===== src/rtl/lfsr_pkg.sv =====
// Shared definitions for the multi-channel LFSR pattern detector.
//   state_e     : run-control FSM encoding (IDLE / RUN / DONE)
//   PAT_DEFAULT : power-on pattern loaded into every channel
package lfsr_pkg;

  typedef enum logic [1:0] {
    ST_IDLE = 2'd0,
    ST_RUN  = 2'd1,
    ST_DONE = 2'd2
  } state_e;

  localparam logic [10:0] PAT_DEFAULT = 11'b11010101100;

endpackage


===== src/rtl/pattern_channel.sv =====
// One detector channel: programmable pattern/mask, masked compare, registered
// match pulse, saturating hit counter and first-hit timestamp capture.
// Ports:
//   clk, reset        : clock, asynchronous active-low reset
//   clear_i           : start of a new run, wipes the per-run results
//   eval_i            : the current sample is to be compared
//   slice_i           : compared slice of the LFSR state
//   idx_i             : sample index of the current sample
//   cfg_we_i          : load cfg_pattern_i / cfg_mask_i
//   match_o           : one-cycle pulse, cycle after a hit
//   counter_o         : saturating hit count
//   saturated_o       : sticky, counter reached all-ones
//   first_seen_o      : sticky, channel hit at least once this run
//   first_ts_o        : sample index of the first hit
module pattern_channel
  import lfsr_pkg::*;
#(
  parameter int PAT_W = 11,
  parameter int CNT_W = 13,
  parameter int TS_W  = 22
) (
  input  logic             clk,
  input  logic             reset,
  input  logic             clear_i,
  input  logic             eval_i,
  input  logic [PAT_W-1:0] slice_i,
  input  logic [TS_W-1:0]  idx_i,
  input  logic             cfg_we_i,
  input  logic [PAT_W-1:0] cfg_pattern_i,
  input  logic [PAT_W-1:0] cfg_mask_i,
  output logic             match_o,
  output logic [CNT_W-1:0] counter_o,
  output logic             saturated_o,
  output logic             first_seen_o,
  output logic [TS_W-1:0]  first_ts_o
);

  localparam logic [PAT_W-1:0] PAT_RST = PAT_W'(PAT_DEFAULT);

  function automatic logic [CNT_W-1:0] cnt_sat_inc(input logic [CNT_W-1:0] v);
    return (&v) ? v : v + CNT_W'(1);
  endfunction

  logic [PAT_W-1:0] pat_q, pat_d;
  logic [PAT_W-1:0] mask_q, mask_d;
  logic             match_q, match_d;
  logic [CNT_W-1:0] cnt_q, cnt_d;
  logic             sat_q, sat_d;
  logic             seen_q, seen_d;
  logic [TS_W-1:0]  ts_q, ts_d;
  logic             hit;

  always_comb begin
    pat_d   = pat_q;
    mask_d  = mask_q;
    cnt_d   = cnt_q;
    sat_d   = sat_q;
    seen_d  = seen_q;
    ts_d    = ts_q;
    // Mask bit 0 = don't care, so an all-zero mask hits every evaluated sample.
    hit     = eval_i && (((slice_i ^ pat_q) & mask_q) == '0);
    match_d = hit;

    if (cfg_we_i) begin
      pat_d  = cfg_pattern_i;
      mask_d = cfg_mask_i;
    end

    // clear and hit are mutually exclusive: clear only outside RUN, hit only in RUN.
    if (clear_i) begin
      cnt_d  = '0;
      sat_d  = 1'b0;
      seen_d = 1'b0;
      ts_d   = '0;
    end else if (hit) begin
      cnt_d = cnt_sat_inc(cnt_q);
      if (&cnt_d) sat_d = 1'b1;
      if (!seen_q) begin
        seen_d = 1'b1;
        ts_d   = idx_i;
      end
    end
  end

  always_ff @(posedge clk or negedge reset) begin
    if (!reset) begin
      pat_q   <= PAT_RST;
      mask_q  <= '1;
      match_q <= 1'b0;
      cnt_q   <= '0;
      sat_q   <= 1'b0;
      seen_q  <= 1'b0;
      ts_q    <= '0;
    end else begin
      pat_q   <= pat_d;
      mask_q  <= mask_d;
      match_q <= match_d;
      cnt_q   <= cnt_d;
      sat_q   <= sat_d;
      seen_q  <= seen_d;
      ts_q    <= ts_d;
    end
  end

  assign match_o      = match_q;
  assign counter_o    = cnt_q;
  assign saturated_o  = sat_q;
  assign first_seen_o = seen_q;
  assign first_ts_o   = ts_q;

endmodule


===== src/rtl/multi_pattern_detector.sv =====
// Multi-channel pattern detector that sits beside an LFSR core. Frames a run
// with start/stop/loop, tracks the sample index, and fans the compared slice
// out to NUM_CH independent pattern channels.
// Ports:
//   clk, reset            : clock, asynchronous active-low reset
//   lfsr, lfsr_valid      : LFSR state and its sample strobe
//   loop                  : LFSR back at its seed (ends the run after evaluation)
//   start, stop           : run control pulses
//   cfg_we/cfg_ch/cfg_pattern/cfg_mask : channel programming (IDLE/DONE only)
//   busy, done            : FSM in RUN / in DONE
//   match, counter, saturated, first_seen, first_ts : per-channel results
module multi_pattern_detector
  import lfsr_pkg::*;
#(
  parameter int LFSR_W = 22,
  parameter int PAT_W  = 11,
  parameter int OFFSET = 11,
  parameter int NUM_CH = 2,
  parameter int CNT_W  = 13,
  parameter int TS_W   = 22,
  localparam int CH_W  = (NUM_CH > 1) ? $clog2(NUM_CH) : 1
) (
  input  logic                    clk,
  input  logic                    reset,
  input  logic [LFSR_W-1:0]       lfsr,
  input  logic                    lfsr_valid,
  input  logic                    loop,
  input  logic                    start,
  input  logic                    stop,
  input  logic                    cfg_we,
  input  logic [CH_W-1:0]         cfg_ch,
  input  logic [PAT_W-1:0]        cfg_pattern,
  input  logic [PAT_W-1:0]        cfg_mask,
  output logic                    busy,
  output logic                    done,
  output logic [NUM_CH-1:0]       match,
  output logic [NUM_CH*CNT_W-1:0] counter,
  output logic [NUM_CH-1:0]       saturated,
  output logic [NUM_CH-1:0]       first_seen,
  output logic [NUM_CH*TS_W-1:0]  first_ts
);

  function automatic logic [TS_W-1:0] idx_sat_inc(input logic [TS_W-1:0] v);
    return (&v) ? v : v + TS_W'(1);
  endfunction

  state_e           state_q, state_d;
  logic [TS_W-1:0]  idx_q, idx_d;
  logic             run_clear;
  logic             eval;
  logic             cfg_ok;
  logic [PAT_W-1:0] slice;
  logic             unused_lfsr_bits;

  assign slice            = lfsr[OFFSET +: PAT_W];
  assign unused_lfsr_bits = ^lfsr;

  // A start outside RUN both enters RUN and wipes the previous run's results.
  assign run_clear = start && (state_q != ST_RUN);
  // stop wins over the sample presented in the same cycle.
  assign eval      = (state_q == ST_RUN) && lfsr_valid && !stop;
  assign cfg_ok    = cfg_we && (state_q != ST_RUN);

  always_comb begin
    state_d = state_q;
    idx_d   = idx_q;
    unique case (state_q)
      ST_IDLE: if (start) state_d = ST_RUN;
      ST_RUN:  if (stop || (lfsr_valid && loop)) state_d = ST_DONE;
      ST_DONE: if (start) state_d = ST_RUN;
      default: state_d = ST_IDLE;
    endcase

    if (run_clear)  idx_d = '0;
    else if (eval)  idx_d = idx_sat_inc(idx_q);
  end

  always_ff @(posedge clk or negedge reset) begin
    if (!reset) begin
      state_q <= ST_IDLE;
      idx_q   <= '0;
    end else begin
      state_q <= state_d;
      idx_q   <= idx_d;
    end
  end

  assign busy = (state_q == ST_RUN);
  assign done = (state_q == ST_DONE);

  for (genvar i = 0; i < NUM_CH; i++) begin : g_ch
    logic ch_we;
    // Out-of-range cfg_ch values match no channel and are dropped.
    assign ch_we = cfg_ok && (cfg_ch == CH_W'(i));

    pattern_channel #(
      .PAT_W (PAT_W),
      .CNT_W (CNT_W),
      .TS_W  (TS_W)
    ) u_ch (
      .clk           (clk),
      .reset         (reset),
      .clear_i       (run_clear),
      .eval_i        (eval),
      .slice_i       (slice),
      .idx_i         (idx_q),
      .cfg_we_i      (ch_we),
      .cfg_pattern_i (cfg_pattern),
      .cfg_mask_i    (cfg_mask),
      .match_o       (match[i]),
      .counter_o     (counter[i*CNT_W +: CNT_W]),
      .saturated_o   (saturated[i]),
      .first_seen_o  (first_seen[i]),
      .first_ts_o    (first_ts[i*TS_W +: TS_W])
    );
  end

endmodule


===== config.mk =====
export PLATFORM = sky130hd
export DESIGN_NAME = multi_pattern_detector
export DESIGN_NICKNAME = d
export VERILOG_FILES = /design/src/rtl/lfsr_pkg.sv /design/src/rtl/pattern_channel.sv /design/src/rtl/multi_pattern_detector.sv
export SDC_FILE = /design/constraint.sdc
export NUM_CORES = 1
export LEC_CHECK = 0
export ABC_AREA = 1
export BUFFER_PORTS_ARGS = -buffer_cell sky130_fd_sc_hd__buf_2
export CORE_UTILIZATION = 37
export DETAILED_ROUTE_END_ITERATION = 7
export PLACE_DENSITY_LB_ADDON = 0.1
export SLEW_MARGIN = 0
export SYNTH_ARGS = -nofsm -noshare
export SYNTH_HDL_FRONTEND = slang
export SYNTH_HIERARCHICAL = 1
export SYNTH_SLANG_ARGS = --single-unit

===== constraint.sdc =====
create_clock -name clk -period 2.2 [get_ports clk]
set_input_delay 0.22 -clock clk [delete_from_list [all_inputs] [get_ports clk]]
set_output_delay 0.22 -clock clk [all_outputs]
set_load 0.005 [all_outputs]

**Yosys cells after proc, flatten, opt, wreduce, memory -nomap -nowiden**

Index checks and enable logic that the tools add are counted.

- Eq/ne operators: 8
- Add/sub/neg operators: 3
- Reduce and logical (&&, ||, !) cells: 31
- Bitwise operators: 5
- Muxes and demuxes: 28

Operators with widths:

| cell | number |
|---|---|
| 2-to-1 mux 22 bit | 9 |
| 2-to-1 mux 13 bit | 6 |
| AND reduction 13 bit | 4 |
| adder 13 x 1 -> 13 bit, second input constant | 2 |
| adder 22 x 1 -> 22 bit, second input constant | 1 |
| bitwise AND 11 bit | 2 |
| logical NOT 11 bit | 2 |
| AND reduction 22 bit | 1 |
| bitwise XOR 11 bit | 2 |
| AND reduction 2 bit | 6 |
| 2-to-1 mux 1 bit | 10 |
| inequality test 2 x 1 -> 1 bit, second input constant | 5 |
| nonzero test 2 bit | 5 |
| logical AND 1 bit | 9 |
| 2-to-1 mux 2 bit | 2 |
| one-hot mux 2 bit (2 select lines) | 1 |
| == test 2 x 1 -> 1 bit, second input constant | 1 |
| == test 2 bit, second input constant | 1 |
| logical NOT 2 bit | 1 |
| inequality test 2 bit, second input constant | 1 |
| OR reduction 2 bit | 1 |
| logical NOT 1 bit | 1 |
| logical OR 1 bit | 1 |
| NOT 1 bit | 1 |

- Word-level logic and storage cells: 91
- Bits of input ports: 52
- Flip-flop bits (word level): 144

**Depth between registers and ports, before layout**

Gate-level depths: netlist of run 1.

- Depth after elaboration: 6
- Depth in mapped cells: 16
- Mapped depth without buffers: 14

**Cells and area by module**

The synthesis of run 1 kept the hierarchy.

Modules (own cells, without submodules):

| module | cells each | sequential area each (um^2) | times used | area each (um^2) |
|---|---|---|---|---|
| pattern_channel | 360 | 1522.7 | 2 | 2960.3 |
| multi_pattern_detector | 247 | 600.6 | 1 | 1625.3 |

**Worst setup path after synthesis of run 1**

OpenSTA, ideal clock, no wires.

- Kind: register -> register
- Start point: register state_q[1]
- End point: register g_ch[0].u_ch.ts_q[18]
- Setup time: 0.117 ns
- Stages on the path, launching flop included: 17
- Path buffers: 2
- Data required time: 2.083 ns
- Path slack: 0.170 ns
- Data arrival time: 1.913 ns
- Period minus slack after synthesis: 2.030 ns
- Cell sequence: dfrtp_1 > inv_1 > nand2_1 > inv_2 > nand2_1 > nor2_2 > buf_2 > nand2_1 > nor2_1 > nand2_1 > nor2_4 > inv_2 > nand2_4 > nand2_2 > buf_2 > nand2_1 > nand2_1

- Word-level cells in the longest chain between the ends: 6
- Elaborated cells between the ends (all ways): 10
- Those cells by class: 3 x eq/ne; 1 x mux; 6 x reduce/logical

Ends and longest elaborated chain:

| item | line | text |
|---|---|---|
| from (decl) | multi_pattern_detector.sv:47 | `state_e state_q, state_d;` |
| from (signal assigned) | multi_pattern_detector.sv:83 | `state_q <= state_d;` |
| == test 2 x 1 -> 1 bit | -- |  |
| net busy | multi_pattern_detector.sv:34 | `output logic busy,` |
| logical AND 1 bit (2 in series) | multi_pattern_detector.sv:61 | `assign eval = (state_q == ST_RUN) && lfsr_valid && !stop;` |
| net eval | multi_pattern_detector.sv:50 | `logic eval;` |
| logical AND 1 bit | pattern_channel.sv:61 | `hit = eval_i && (((slice_i ^ pat_q) & mask_q) == '0);` |
| nonzero test 2 bit (no source line) | -- |  |
| AND reduction 2 bit (no source line) | -- |  |
| to (signal assigned) | pattern_channel.sv:101 | `ts_q <= ts_d;` |
| to (decl) | pattern_channel.sv:50 | `logic [TS_W-1:0] ts_q, ts_d;` |

The timed path passes the listed nets, and every way through them passes these cells.
A chain may end at the register's enable or synchronous reset.

**Worst setup path after layout of run 1**

- Start point: register state_q[1]
- End point: register g_ch[0].u_ch.ts_q[17]

- Word-level cells in the longest chain between the ends: 6
- Elaborated cells between the ends (all ways): 10
- Those cells by class: 3 x eq/ne; 1 x mux; 6 x reduce/logical

Ends and longest elaborated chain:

| item | line |
|---|---|
| == test 2 x 1 -> 1 bit | multi_pattern_detector.sv:61 |
| logical AND 1 bit (2 in series) | multi_pattern_detector.sv:61 |
| logical AND 1 bit | pattern_channel.sv:61 |
| nonzero test 2 bit (no source line) | -- |
| AND reduction 2 bit (no source line) | -- |

Several ways; a longest one is shown, not always the timed one.

==> results of run 1 <==
## area by class of cell
class                   count  share of cell area, %
flip-flops and latches    144                  39.81
inverters                 101                  4.167
well taps                 265                  3.621
multi-input cells         690                  36.82
clock buffers              22                  5.424
repair buffers            140                  9.072
clock inverters            10                  1.079
## worst max path at each step
stage / start / end / slack [ns]
after floorplan: state_q[1] / g_ch[0].u_ch/first_ts_o[18] / 0.17
after global placement: state_q[1] / g_ch[1].u_ch/first_ts_o[2] / -0.03
after detailed placement: state_q[1] / g_ch[1].u_ch/first_ts_o[7] / -0.06
after CTS: state_q[1] / g_ch[1].u_ch/first_ts_o[7] / 0.10
after global routing: state_q[1] / g_ch[0].u_ch/first_ts_o[6] / 0.004
final: state_q[1] / g_ch[0].u_ch/first_ts_o[17] / 0.20
## state kept, by name, indices dropped and copies added, names as in the netlist
name / flops
g_ch.u_ch/first_ts_o: 44
g_ch.u_ch/mask_q: 22
g_ch.u_ch/saturated_o: 2
g_ch.u_ch/pat_q: 22
g_ch.u_ch/counter_o: 26
state_q: 2
g_ch.u_ch/match_o: 2
idx_q: 22
g_ch.u_ch/first_seen_o: 2
## cell usage in the layout, fill, tap and decap left out, types with 22 or more instances in the layout
cell                        n
sky130_fd_sc_hd__buf_2    117
sky130_fd_sc_hd__dfrtp_1  110
sky130_fd_sc_hd__dfstp_2   34
sky130_fd_sc_hd__inv_1     92
sky130_fd_sc_hd__mux2_2    22
sky130_fd_sc_hd__nand2_1  355
sky130_fd_sc_hd__nand3_1  120
sky130_fd_sc_hd__nand4_1   22
sky130_fd_sc_hd__nor2_1    49
sky130_fd_sc_hd__o21ai_0   45
## synth_stat cells (all sizes together)
master	n
or2	1
nor3	6
clkbuf	16
mux2	22
nand3	122
xnor2	3
nand4	22
clkinv	3
a21oi	9
nand3b	6
inv	98
o21ai	46
nand2	367
xor2	13
o21bai	1
buf	16
nor2	65
o22ai	4
dfstp	34
ha	3
dfrtp	110
## layer usage
metal | share of wire (%) | GRT usage [%] | vias up
li1 | - | - | 3354
met1 | 48 | 26.63 | 3047
met2 | 48 | 32.87 | 110
met3 | 3.5 | 3.916 | 7
met4 | 0.53 | 4.155 | 0
met5 | 0 | 0 | -
## tightest hold or removal path: stages
cell and delay (ns):
sky130_fd_sc_hd__buf_2 0.09, sky130_fd_sc_hd__nand2_1 0.04, sky130_fd_sc_hd__o21ai_0 0.05
## cells by family (layout without fill, tap and decap cells)
kind of cell / after synthesis / after routing / synth area share (%)
AOI/OAI and AO/OA: 60 / 60 / 4.178
xor gates and xnor gates: 16 / 16 / 1.857
adders and majority gates: 3 / 3 / 0.4975
buffers and inverters: 133 / 273 / 7.461
DFF: 144 / 144 / 48.32
muxes: 22 / 22 / 3.283
and+or+nand+nor: 589 / 589 / 34.41
## power groups by stage
| stage | combinational [mW] | sequential [mW] | clock (mW) |
|---|---|---|---|
| 6_report | 0.856 | 3.13 | 2.91 |
| 5_1_grt | 0.985 | 3.16 | 3.09 |
| 4_1_cts | 0.866 | 3.13 | 2.98 |
| 3_5_place_dp | 0.860 | 3.17 | 0 |
| 3_3_place_gp | 0.849 | 3.17 | 0 |
| 2_1_floorplan | 0.581 | 3.14 | 0 |
## per-stage QoR
stage / instance area [µm²] / TNS, ns / hold slack, ns / power [mW] / worst slack (ns)
floorplan: 7546 / 0 / -0.07559 / 3.719 / 0.1699
global placement: 8511 / -0.4892 / 0.2442 / 4.019 / -0.02736
detailed placement: 8511 / -1.040 / 0.2371 / 4.033 / -0.05939
CTS: 9126 / 0 / 0.006978 / 6.980 / 0.1033
global route: 9158 / 0 / 0.01765 / 7.239 / 0.004185
finish: 9158 / 0 / 0.02488 / 6.891 / 0.1959
## what timing repair did
item / 4_1_cts / 5_1_grt
resized for setup: 2 / 4
hold endpoints to repair: 30 / 0
hold buffers: 1 / 0
setup endpoints to repair: 35 / 45
pin swaps: 0 / 1
buffers inserted: 0 / 1
==> results by stage, run 1 <==
Critical path:
- In this design, the critical path's most frequently occurring cell is sky130_fd_sc_hd__nand2_1.
- The worst setup path is launched from a register.
- Data on the critical path arrives at its endpoint at 2.31 ns.
- The critical path capture point type is a register.
- The kind of critical path is reg -> reg.
- The critical path crosses 14 cells after its start point.
- The critical path's top delay family is simple AND/OR/NAND/NOR gates.
- The critical path goes through inv_1 -> nand2_1 -> inv_2 -> nand2_1 -> nor2_2 -> nand2_1 -> nor2_1 -> nand2_1 -> nor2_4 -> inv_2 -> nand2_4 -> nand2_8 -> nand2_1 -> nand2_1.
- The slowest library cell on the worst path is sky130_fd_sc_hd__dfrtp_1.
- The worst register-to-register path ends at g_ch[0].u_ch/first_ts_o[17].
- Measured in cells, the most critical reg-to-reg path has a length of 14.
- The longest individual stage delay on the worst path is 0.35 ns.
- The worst-case register-to-register setup slack is 0.20 ns.
- In this run the critical register-to-register path is launched from state_q[1].
- The largest driver fanout on the critical path is 22.
- The critical path contains buffers and inverters numbering 3 combined.
- The data required time at the worst endpoint is 2.50 ns.

Route:
- The number of DRC violations after detailed-routing iteration 0 is 394.
- The number of remaining DRC errors is 0.
- The first TritonRoute pass finished after 5 iterations.
- The post-detailed-route wirelength per cell is 14.28 µm.
- The number of nets with antenna violations after detailed routing is 0.
- The via count is 6518.
- For this block, the routed nets add up to 19.59 mm of wire.
- The detail-routed via count per cell is 4.751.

Power:
- The internal power component is 5.056 mW.
- IR analysis of the VDD net gives a maximum drop of 0.0004885 V.
- The net switching share of the total power is 26.63%.
- The clock network power share is 42.2%.
- The relative contribution of combinational cells to total power is 12.4%.
- In this run the power spent charging and discharging nets is 1.835 mW.
- Dividing total power by cell area gives a power density of 752.5 nW/µm².
- Per report_power, the sequential group accounts for 45.4% of the total.
- The analysis attributes to cell leakage a power of 4.783 nW.

Global routing:
- In the global route stage, overall resource usage came out at 19.78%.
- The number of antenna violations at the first check in global routing is 0.
- The via count of the first global-routing pass is 6170.
- The maximum number of pins on one net before global-route repair is 57.
- Summed over all layers, the global routing overflow is 0.
- The first global-routing pass estimated 31.81 mm of wire.

Synth:
- After synthesis, the cell types taking the most area are sky130_fd_sc_hd__dfrtp_1 (36%), sky130_fd_sc_hd__nand2_1 (18%), sky130_fd_sc_hd__dfstp_2 (12%).
- Summed over all instances, the cell type with the most area after synthesis is sky130_fd_sc_hd__dfrtp_1.
- In this run, distinct cell masters in the synthesized netlist total 34.
- The portion of synthesized cell area occupied by the leading cell type is 36.48%.
- The total number of yosys warnings is 6.
- After synthesis the netlist holds a flip-flop and latch count of 144.
- Summing every instance area after synthesis gives 7546 µm².
- The net count after synthesis is 1022.
- The cell count after synthesis came out at 967.
- The average instance in the mapped netlist occupies 7.804 µm².
- Sequential cells were found to cover 48.32% of the synthesized design area.

Floorplanning:
- The effective utilization at floorplan is 38.27%.
- The overall die width is 144.8 µm.
- The top-level I/O count is 130.
- The area of the core region is 19720 µm².
- The die is 144.8 µm tall.
- The number of placement rows is 51.
- The die area is 20970 µm².

Cells and area:
- The sequential cells in the finished layout cover a total of 3646 µm².
- The area growth from synthesis to layout is 21.36%.
- The diode insertion count for antenna repair is 0.
- The total number of nets in the final design is 1149.
- Once layout is complete, the utilization of the core stands at 46.44%.
- The count of fill cells added during filler insertion is 1982.
- In the final layout, the multi-input gates occupy 3372 µm².
- The number of standard cells in the layout, taps in and fillers out is 1372.
- The post-route netlist has 24.30% of its cells at a drive strength greater than 1.

Clock network:
- In this run the deepest clock path goes through 2 buffers.
- TritonCTS built the clock tree.
- For this design, the sink count on the clock tree is 144.
- The clock slew seen by the registers of the worst setup and hold paths is 0.06 ns.
- The tree is rooted in a sky130_fd_sc_hd__clkbuf_16.
- The number of CTS-inserted buffers is 17.
- The depth of the CTS H-tree is 4.
- The clock latency at the later pin of the worst-skew pair is 0.42 ns.

Run status:
- The flow ran to the end, and the final reports show no timing, DRC or antenna violations.

STA:
- For this run, the top clock speed supported by timing is 0.4990 GHz.
- The final count of hold timing violations is 0.
- The count of pins over their slew limit is 0.
- The worst slew margin relative to its limit is 62.38%.
- At the pin with the least slew margin, the transition time is 0.5643 ns.
- Setup repair after global routing left no endpoint under its margin.
- The total setup violations reported at the end of the flow is 0.
- For the final database, setup skew stands at 0.01044 ns.
- Dividing the final minimum period by the clock period gives 91.10%.
- The time the worst path needs with I/O delays and setup is 2.004 ns.

Run:
- The tool flagged a number of max-cap violations equal to 0.

Placement:
- The post-detailed-placement half-perimeter wirelength is 14.03 mm.
- Port buffering added 118 buffers.
- Routability-driven placement finished with a final weighted congestion of 0.8419.
- The number of placed cells counting well taps is 1338.

Hold path:
- The worst hold path was traced through 3 stages.
- The worst hold path terminates at g_ch[1].u_ch/pat_q[1].
- The startpoint identified for the worst hold timing path is cfg_pattern[1].
- The path class of the tightest hold or removal check is in -> reg.
No activity file was read; power rests on OpenSTA's default activity.
==> run 2: changes to the inputs <==
==> constraint.sdc (replaced) <==
create_clock -name clk -period 2.2 [get_ports clk]
set_input_delay 0.22 -clock clk [delete_from_list [all_inputs] [get_ports clk]]
set_output_delay 0.22 -clock clk [all_outputs]
set_load 0.05 [all_outputs]
==> run 2 against run 1 <==
Worst setup slack improved by 0.020 ns. Critical path depth stayed put. First-iteration DRC count down 18%. Non-clock buffer count decreased by 2. Combinational power up 7.4%.
==> results by stage, run 2 (synthesis results as in run 1) <==
Placement:
- The final weighted congestion in routability-driven placement was 0.8420 (about the same).
- The number of port buffers is 118 (unchanged).
- The number of placed cells counting well taps is 1336 (-0.15%).
- The post-detailed-placement half-perimeter wirelength is 13.76 mm (-1.9%).
- The pre-CTS setup slack is -0.04443 ns (+0.01496 ns).

Floorplanning:
- The area of the core region is 19720 µm² (unchanged).
- The overall die width is 144.8 µm (unchanged).
- The effective utilization at floorplan is 38.27% (unchanged).
- The die span in y was 144.8 µm (unchanged).
- The number of placement rows came to 51 (unchanged).
- The top-level I/O count came to 130 (unchanged).
- The die area is 20970 µm² (unchanged).

STA:
- The transition time at the pin with the least slew margin came to 0.3727 ns (-0.1916 ns).
- The time the worst path needs with I/O delays and setup is 1.984 ns (-0.02016 ns).
- The worst-case clock skew is 0.007645 ns (-0.002791 ns).
- The final count of hold timing violations is 0 (unchanged).
- The portion of the clock cycle consumed by the worst path in the final layout was 90.18% (-0.92 points).
- The worst slew margin relative to its limit came to 75.06% (+13 points).
- The count of pins over their slew limit is 0 (unchanged).
- The smallest setup slack after layout is 0.2161 ns (+0.02016 ns).
- The maximum frequency from static timing analysis is 0.5041 GHz (+1.0%).
- The worst hold-check slack came to 0.02119 ns (-0.003692 ns).
- Setup repair after global routing left no endpoint under its margin.
- The total setup violations reported at the end of the flow is 0 (unchanged).

Power:
- The relative contribution of combinational cells to total power is 13.1% (+0.7 points).
- The reported net switching power is 1.871 mW (+2.0%).
- The clock network power share is 42.2% (about the same).
- The internal power component is 5.123 mW (+1.3%).
- The power density of the placed cells came to 761.8 nW/µm² (+1.2%).
- The net switching share of the total power is 26.75% (+0.12 points).
- The static leakage is 4.787 nW (about the same).
- The relative contribution of sequential cells to total power is 44.6% (-0.8 points).
- The worst-case vdd ir drop came to 0.0005315 V (+8.8%).

Cells and area:
- The number of flip-flops in the largest register is 44 (unchanged).
- The count of fill cells added during filler insertion came to 1996 (+0.71%).
- The fraction of layout cells with a size suffix above 1 came to 23.98% (-0.32 points).
- The most common cell after layout, fill and taps aside is sky130_fd_sc_hd__nand2_1.
- The total number of nets in the final design is 1147 (-0.17%).
- Relative to the synthesized area, the layout overhead comes to 21.67%.
- The number of standard cells in the layout, taps in and fillers out was 1370 (-0.15%).
- The diode insertion count for antenna repair was 0 (unchanged).
- The sequential cell area is 3646 µm² (unchanged).
- The area of the multi-input gates is 3383 µm² (+0.33%).
- In the layout the commonest cells are sky130_fd_sc_hd__nand2_1 (355), sky130_fd_sc_hd__nand3_1 (120), sky130_fd_sc_hd__buf_2 (117).

Critical path:
- The data required time at the worst endpoint is 2.56 ns (+0.06 ns).
- The kind of critical path is reg -> reg.
- The critical path capture point type is a register.
- The largest driver fanout on the critical path is 22 (unchanged).
- The critical path goes through inv_1 -> nand2_1 -> inv_4 -> nand2_1 -> nor2_4 -> nand2_1 -> nor2_1 -> nand2_1 -> nor2_4 -> inv_2 -> nor2_4 -> buf_12 -> nand3_1 -> nand2_1.
- On the critical path the largest part of the delay comes from simple AND/OR/NAND/NOR gates.
- The arrival time at the worst endpoint is 2.34 ns (+0.03 ns).
- The buffering stage count on the worst path with inverters included is 4 (+1).
- The longest individual stage delay on the worst path is 0.36 ns (about the same).
- The slowest library cell on the worst path is sky130_fd_sc_hd__dfrtp_1.
- The worst setup path is launched from a register.
- The dominant cell type by count on the critical path is sky130_fd_sc_hd__nand2_1.

Global routing:
- The global-route wire length before repair is 31.42 mm (-1.2%).
- The number of antenna violations at the first check in global routing is 0 (unchanged).
- The global route total overflow is 0 (unchanged).
- The global routing usage summed across all routing layers came to 19.68% (-0.097 points).
- The via count of the first global-routing pass was 6118 (-0.84%).
- The maximum number of pins on one net before global-route repair came to 48 (-16%).

Run status:
- The run finished with clean final reports.

Clock network:
- The number of CTS-inserted buffers is 17 (unchanged).
- The clock slew seen by the registers of the worst setup and hold paths is 0.06 ns (about the same).
- The clock latency at the later pin of the worst-skew pair is 0.42 ns (about the same).
- The cell sitting at the root of the clock tree is a sky130_fd_sc_hd__clkbuf_16.
- TritonCTS built the clock tree.
- The number of setup buffers added after CTS is 0 (unchanged).
- The maximum count of clock buffers along a single path is 2 (unchanged).
- The clock net sink count is 144 (unchanged).
- The depth of the CTS H-tree came to 4 (unchanged).

Route:
- The total routed wirelength is 19.26 mm (-1.7%).
- The number of remaining DRC errors is 0 (unchanged).
- The detail-routed via count per cell is 4.747 (about the same).
- The number of DRC violations after detailed-routing iteration 0 was 325 (-18%).
- The post-detailed-route wirelength per cell is 14.05 µm (-1.6%).
- The via count was 6504 (-0.21%).
- The number of search-and-repair iterations in the first detailed-routing pass was 4 (-1).
- The number of nets with antenna violations after detailed routing is 0 (unchanged).

Hold path:
- The path class of the tightest hold or removal check is in -> reg.

Run:
- The number of maximum-capacitance constraint violations was 0 (unchanged).
==> run 2: changes by cell type in the layout (fill, tap and decap cells not counted), sizes merged <==
cell / before / now
dlygate4sd3: 1 / 2
inv: 101 / 103
bufinv: 1 / 2
clkinv: 8 / 6
buf: 139 / 136
clkbuf: 22 / 21
==> run 2: metal layers <==
metal	vias up	routed length [µm]	global-route usage [%]
met2	111	9230	31.68
met1	3041	9129	26.85
met5	-	0	0
li1	3338	-	-
met4	0	197	5.983
met3	14	699	3.587
==> run 2: layout make-up <==
type / instances / area share [%]
Inverter: 101 / 4.184
Timing Repair Buffer: 138 / 9.144
Clock inverter: 11 / 1.363
Tap cell: 265 / 3.611
Clock buffer: 21 / 5.138
Multi-Input combinational cell: 690 / 36.85
Sequential cell: 144 / 39.71
==> run 2: stage by stage <==
stage	total power, mW	TNS [ns]	util (%)	cell area [µm²]
global placement	4.070	-0.3884	43.23	8523
CTS	7.084	0	46.41	9150
finish	6.995	0	46.56	9181
detailed placement	4.090	-1.016	43.23	8523
global route	7.347	0	46.56	9181
floorplan	3.756	0	-	7548
==> run 2: power groups by stage <==
stage / registers, mW / clock network [mW] / logic (mW)
global placement: 3.17 / 0 / 0.904
floorplan: 3.15 / 0 / 0.609
global route: 3.16 / 3.15 / 1.04
finish: 3.12 / 2.95 / 0.919
CTS: 3.13 / 3.03 / 0.928
detailed placement: 3.17 / 0 / 0.921
==> run 2: final timing paths <==
check | from | end | slack, ns | cells past startpoint
max in group asynchronous | reset | g_ch[0].u_ch/mask_q[10] | 1.28 | 3
worst min register to register | g_ch[1].u_ch/first_ts_o[14] | g_ch[1].u_ch/first_ts_o[14] | 0.47 | 2
worst max-delay path | state_q[1] | g_ch[0].u_ch/first_ts_o[11] | 0.22 | 14
min in group asynchronous | reset | g_ch[1].u_ch/counter_o[2] | 0.26 | 2
worst min-delay path | cfg_pattern[6] | g_ch[1].u_ch/pat_q[6] | 0.02 | 3
worst max register to register | state_q[1] | g_ch[0].u_ch/first_ts_o[11] | 0.22 | 14
==> run 2: timing repair <==
action                                  4_1_cts  5_1_grt
endpoints found under the hold margin        32        0
gates resized for setup                       2        4
endpoints found under the setup margin       44       45
hold buffers                                  2        0
==> run 2: worst min-delay path: cells and delay by family <==
family                 cells  cell delay [ns]
AO/OA/AOI/OAI              1             0.05
AND/OR/NAND/NOR            1             0.04
buffers and inverters      1             0.09
==> run 3: changes to the inputs <==
--- a/config.mk
+++ b/config.mk
@@ -5,7 +5,6 @@
 export SDC_FILE = /design/constraint.sdc
 export NUM_CORES = 1
 export LEC_CHECK = 0
-export ABC_AREA = 1
 export BUFFER_PORTS_ARGS = -buffer_cell sky130_fd_sc_hd__buf_2
 export CORE_UTILIZATION = 37
 export DETAILED_ROUTE_END_ITERATION = 7
==> run 3 against run 2 <==
Combinational power grew 21%. Die area shrank 2.9%. Utilization grew 0.80 points. Non-clock buffer count increased by 31. Register-to-register slack got worse by 0.07 ns. Clock skew grew 0.0084 ns. Global-route usage fell by 0.37 points. Critical endpoint is now idx_q[7].
==> results by stage, run 3 <==
STA:
- The worst slew margin relative to its limit is 63.75% (-11 points).
- The transition time at the pin with the least slew margin is 0.5438 ns (+0.1711 ns).
- Setup repair after global routing left no endpoint under its margin.
- The count of pins over their slew limit is 0 (unchanged).
- The worst hold-check slack is 0.04520 ns (+0.02402 ns).
- The smallest setup slack after layout is 0.1431 ns (-0.07300 ns).
- The accumulated negative setup slack is 0 ns (unchanged).
- The portion of the clock cycle consumed by the worst path in the final layout is 93.50% (+3.3 points).
- The total setup violations reported at the end of the flow is 0 (unchanged).
- The time the worst path needs with I/O delays and setup is 2.057 ns (+0.07300 ns).
- The worst-case clock skew came to 0.01604 ns (+0.008396 ns).
- The maximum frequency from static timing analysis came to 0.4862 GHz (-3.5%).
- The final count of hold timing violations came to 0 (unchanged).

Clock network:
- The clock net sink count is 144 (unchanged).
- The clock slew seen by the registers of the worst setup and hold paths was 0.06 ns (about the same).
- The number of CTS-inserted buffers is 17 (unchanged).
- The maximum count of clock buffers along a single path came to 2 (unchanged).
- The clock latency at the later pin of the worst-skew pair is 0.42 ns (about the same).
- The root buffer cell chosen for the clock tree is sky130_fd_sc_hd__clkbuf_16.
- TritonCTS built the clock tree.
- The depth of the CTS H-tree came to 4 (unchanged).

Global routing:
- The via count of the first global-routing pass was 5778 (-5.6%).
- The global-route wire length before repair came to 30.32 mm (-3.5%).
- The number of antenna violations at the first check in global routing was 0 (unchanged).
- The maximum number of pins on one net before global-route repair is 58 (+21%).
- The global route total overflow was 0 (unchanged).
- The global routing usage summed across all routing layers is 19.32% (-0.37 points).

Cells and area:
- The fraction of layout cells with a size suffix above 1 is 37.80% (+14 points).
- The total number of nets in the final design is 878 (-23%).
- The number of standard cells in the layout, taps in and fillers out is 1101 (-20%).
- From synthesis to final layout, the design area changed by 25.50%.
- The final standard cell utilization of the core is 47.37% (+0.80 points).
- The number of flip-flops in the largest register was 44 (unchanged).
- The count of fill cells added during filler insertion was 1860 (-6.8%).
- The diode insertion count for antenna repair is 0 (unchanged).
- The most common cell after layout, fill and taps aside is sky130_fd_sc_hd__buf_2.
- In the layout the commonest cells are sky130_fd_sc_hd__buf_2 (117), sky130_fd_sc_hd__dfrtp_1 (106), sky130_fd_sc_hd__nor2_1 (89).
- The summed area of non-filler cells in the final layout was 9189 µm² (about the same).

Route:
- The number of DRC violations after detailed-routing iteration 0 is 270 (-17%).
- The number of search-and-repair iterations in the first detailed-routing pass came to 5 (+1).
- The post-detailed-route wirelength per cell is 16.56 µm (+18%).
- The number of remaining DRC errors came to 0 (unchanged).
- The number of nets with antenna violations after detailed routing is 0 (unchanged).
- The detail-routed via count per cell is 5.149 (+8.5%).
- The via count was 5669 (-13%).
- The total routed wirelength is 18.24 mm (-5.3%).

Critical path:
- The longest individual stage delay on the worst path is 0.52 ns (+0.16 ns).
- The largest driver fanout on the critical path is 9 (-59%).
- The worst setup path is of the reg -> reg kind.
- Traced cell by cell, the critical path runs through ha_1 -> nand4_4 -> nor4_4 -> a21oi_2 -> buf_4 -> a221o_1.
- The worst setup path is launched from a register.
- On the critical path, the stage with the largest delay is an instance of sky130_fd_sc_hd__nor4_4.
- The arrival time at the worst endpoint is 2.36 ns (+0.02 ns).
- The data required time at the worst endpoint is 2.50 ns (-0.06 ns).
- The critical path capture point type is a register.

Power:
- The worst-case vdd ir drop was 0.0005833 V (+9.7%).
- The power density of the placed cells is 823.6 nW/µm² (+8.1%).
- The static leakage came to 4.094 nW (-14%).
- The total power after layout is 7.568 mW (+8.2%).

Floorplanning:
- The top-level I/O count was 130 (unchanged).
- The number of placement rows is 51 (unchanged).
- The area of the core region came to 19400 µm² (-1.6%).
- The effective utilization at floorplan is 37.75% (-0.53 points).
- The die span in y came to 142.7 µm (-1.5%).
- The die area is 20360 µm² (-2.9%).
- The overall die width is 142.7 µm (-1.5%).

Synth:
- In the synthesized netlist, the cells that appear most often are sky130_fd_sc_hd__dfrtp_1 (110), sky130_fd_sc_hd__nor2_1 (90), sky130_fd_sc_hd__mux2i_1 (49).
- The async set-or-reset flop fraction in the synthesized netlist is 100.0% (unchanged).
- The synthesized design spends more area on one cell type than any other, namely sky130_fd_sc_hd__dfrtp_1.
- The number of instances in the synthesized netlist is 667 (-31%).
- The portion of synthesized cell area occupied by the leading cell type was 37.59% (+1.1 points).
- The most used flip-flop cell after synthesis is sky130_fd_sc_hd__dfrtp_1.
- The total of flip-flops plus latches after synthesis is 144 (unchanged).
- The number of flops mapped to enable cells by yosys is 0 (unchanged).
- By area the synthesized netlist is led by sky130_fd_sc_hd__dfrtp_1 (38%), sky130_fd_sc_hd__dfstp_2 (12%), sky130_fd_sc_hd__mux2_2 (6.8%).
- The count of different cell masters after synthesis is 65 (+91%).
- The netlist area before placement is 7322 µm² (-3.0%).
- Yosys instantiated no cell more often than sky130_fd_sc_hd__dfrtp_1.
- The net count after synthesis is 722 (-29%).
- The total number of yosys warnings came to 6 (unchanged).
- The synthesized area per cell is 10.98 µm² (+41%).
- The sequential fraction of the synthesis area is 49.79% (+1.5 points).

Run:
- The number of maximum-capacitance constraint violations came to 0 (unchanged).

Run status:
- The run finished with clean final reports.

Placement:
- The pre-CTS setup slack is 0.09306 ns (+0.1375 ns).
- The cell area after placement is 8502 µm² (-0.25%).
- The final weighted congestion in routability-driven placement was 0.8491 (+0.84%).
- The number of placed cells counting well taps came to 1067 (-20%).
- The number of port buffers is 118 (unchanged).
- The post-detailed-placement half-perimeter wirelength is 13.01 mm (-5.5%).

Hold path:
- In this run the worst hold path is classified as in -> reg.
-- run 3: changes by cell type after synthesis, sizes merged, moves of 11 or more --
cell,change
a21oi,+13
a31oi,+15
and3,+11
inv,-86
mux2,+28
mux2i,+49
nand2,-332
nand3,-100
nor2,+27
o21ai,-28
-- run 3: where the power goes --
group          total [mW]  internal (mW)  switching, mW  leakage, nW
Sequential           3.20           3.03          0.176         1.86
Combinational        1.11          0.485          0.624         1.92
Clock                3.25           2.08           1.17        0.313
-- run 3: path summary, 6_finish.rpt --
check                           startpoint                          to  slack, ns  depth (start not counted)
min in group asynchronous            reset   g_ch[1].u_ch/counter_o[6]       0.34                          2
setup / recovery                  idx_q[1]                    idx_q[7]       0.14                          6
hold reg to reg                 state_q[0]                  state_q[0]       0.51                          1
hold / removal             cfg_pattern[10]      g_ch[0].u_ch/pat_q[10]       0.05                          2
setup reg to reg                  idx_q[1]                    idx_q[7]       0.14                          6
max in group asynchronous            reset  g_ch[1].u_ch/first_ts_o[0]       1.06                          3
-- run 3: kinds of logic after synthesis --
family | share of synthesized area (%)
flops | 49.79
buf+inv | 2.871
mux | 14.39
simple gates | 17.41
fa+ha+maj | 0.5127
compound gates | 10.83
xor+xnor | 4.187
-- run 3: critical path: cells and delay by family, from the launching register on --
family	cells	cell delay, ns
flip-flops	1	0.35
buffers and inverters	1	0.19
AO/OA/AOI/OAI	2	0.45
AND/OR/NAND/NOR	2	0.69
adder cells (fa/ha/maj)	1	0.26
-- run 3: repair_timing --
action | CTS | global route
endpoints found under the setup margin | 0 | 7
gates resized for setup | 0 | 2
endpoints found under the hold margin | 40 | 0
setup buffers | 0 | 1
hold buffers | 1 | 0
-- run 3: cell type report --
| class | count | area, µm² | share of cell area [%] |
|---|---|---|---|
| Sequential cell | 144 | 3651 | 39.73 |
| Multi-Input combinational cell | 478 | 3477 | 37.84 |
| Timing Repair Buffer | 169 | 1020 | 11.10 |
| Clock buffer | 20 | 456.7 | 4.970 |
| Tap cell | 265 | 331.6 | 3.608 |
| Clock inverter | 12 | 203.9 | 2.220 |
| Inverter | 13 | 48.80 | 0.5310 |
-- run 3: routing by layer --
metal	global-route usage (%)	vias up	wire (µm)
li1	-	2729	-
met1	26.47	2812	8633
met2	31.06	115	8834
met3	3.521	13	604
met4	5.772	0	164
met5	0	-	0
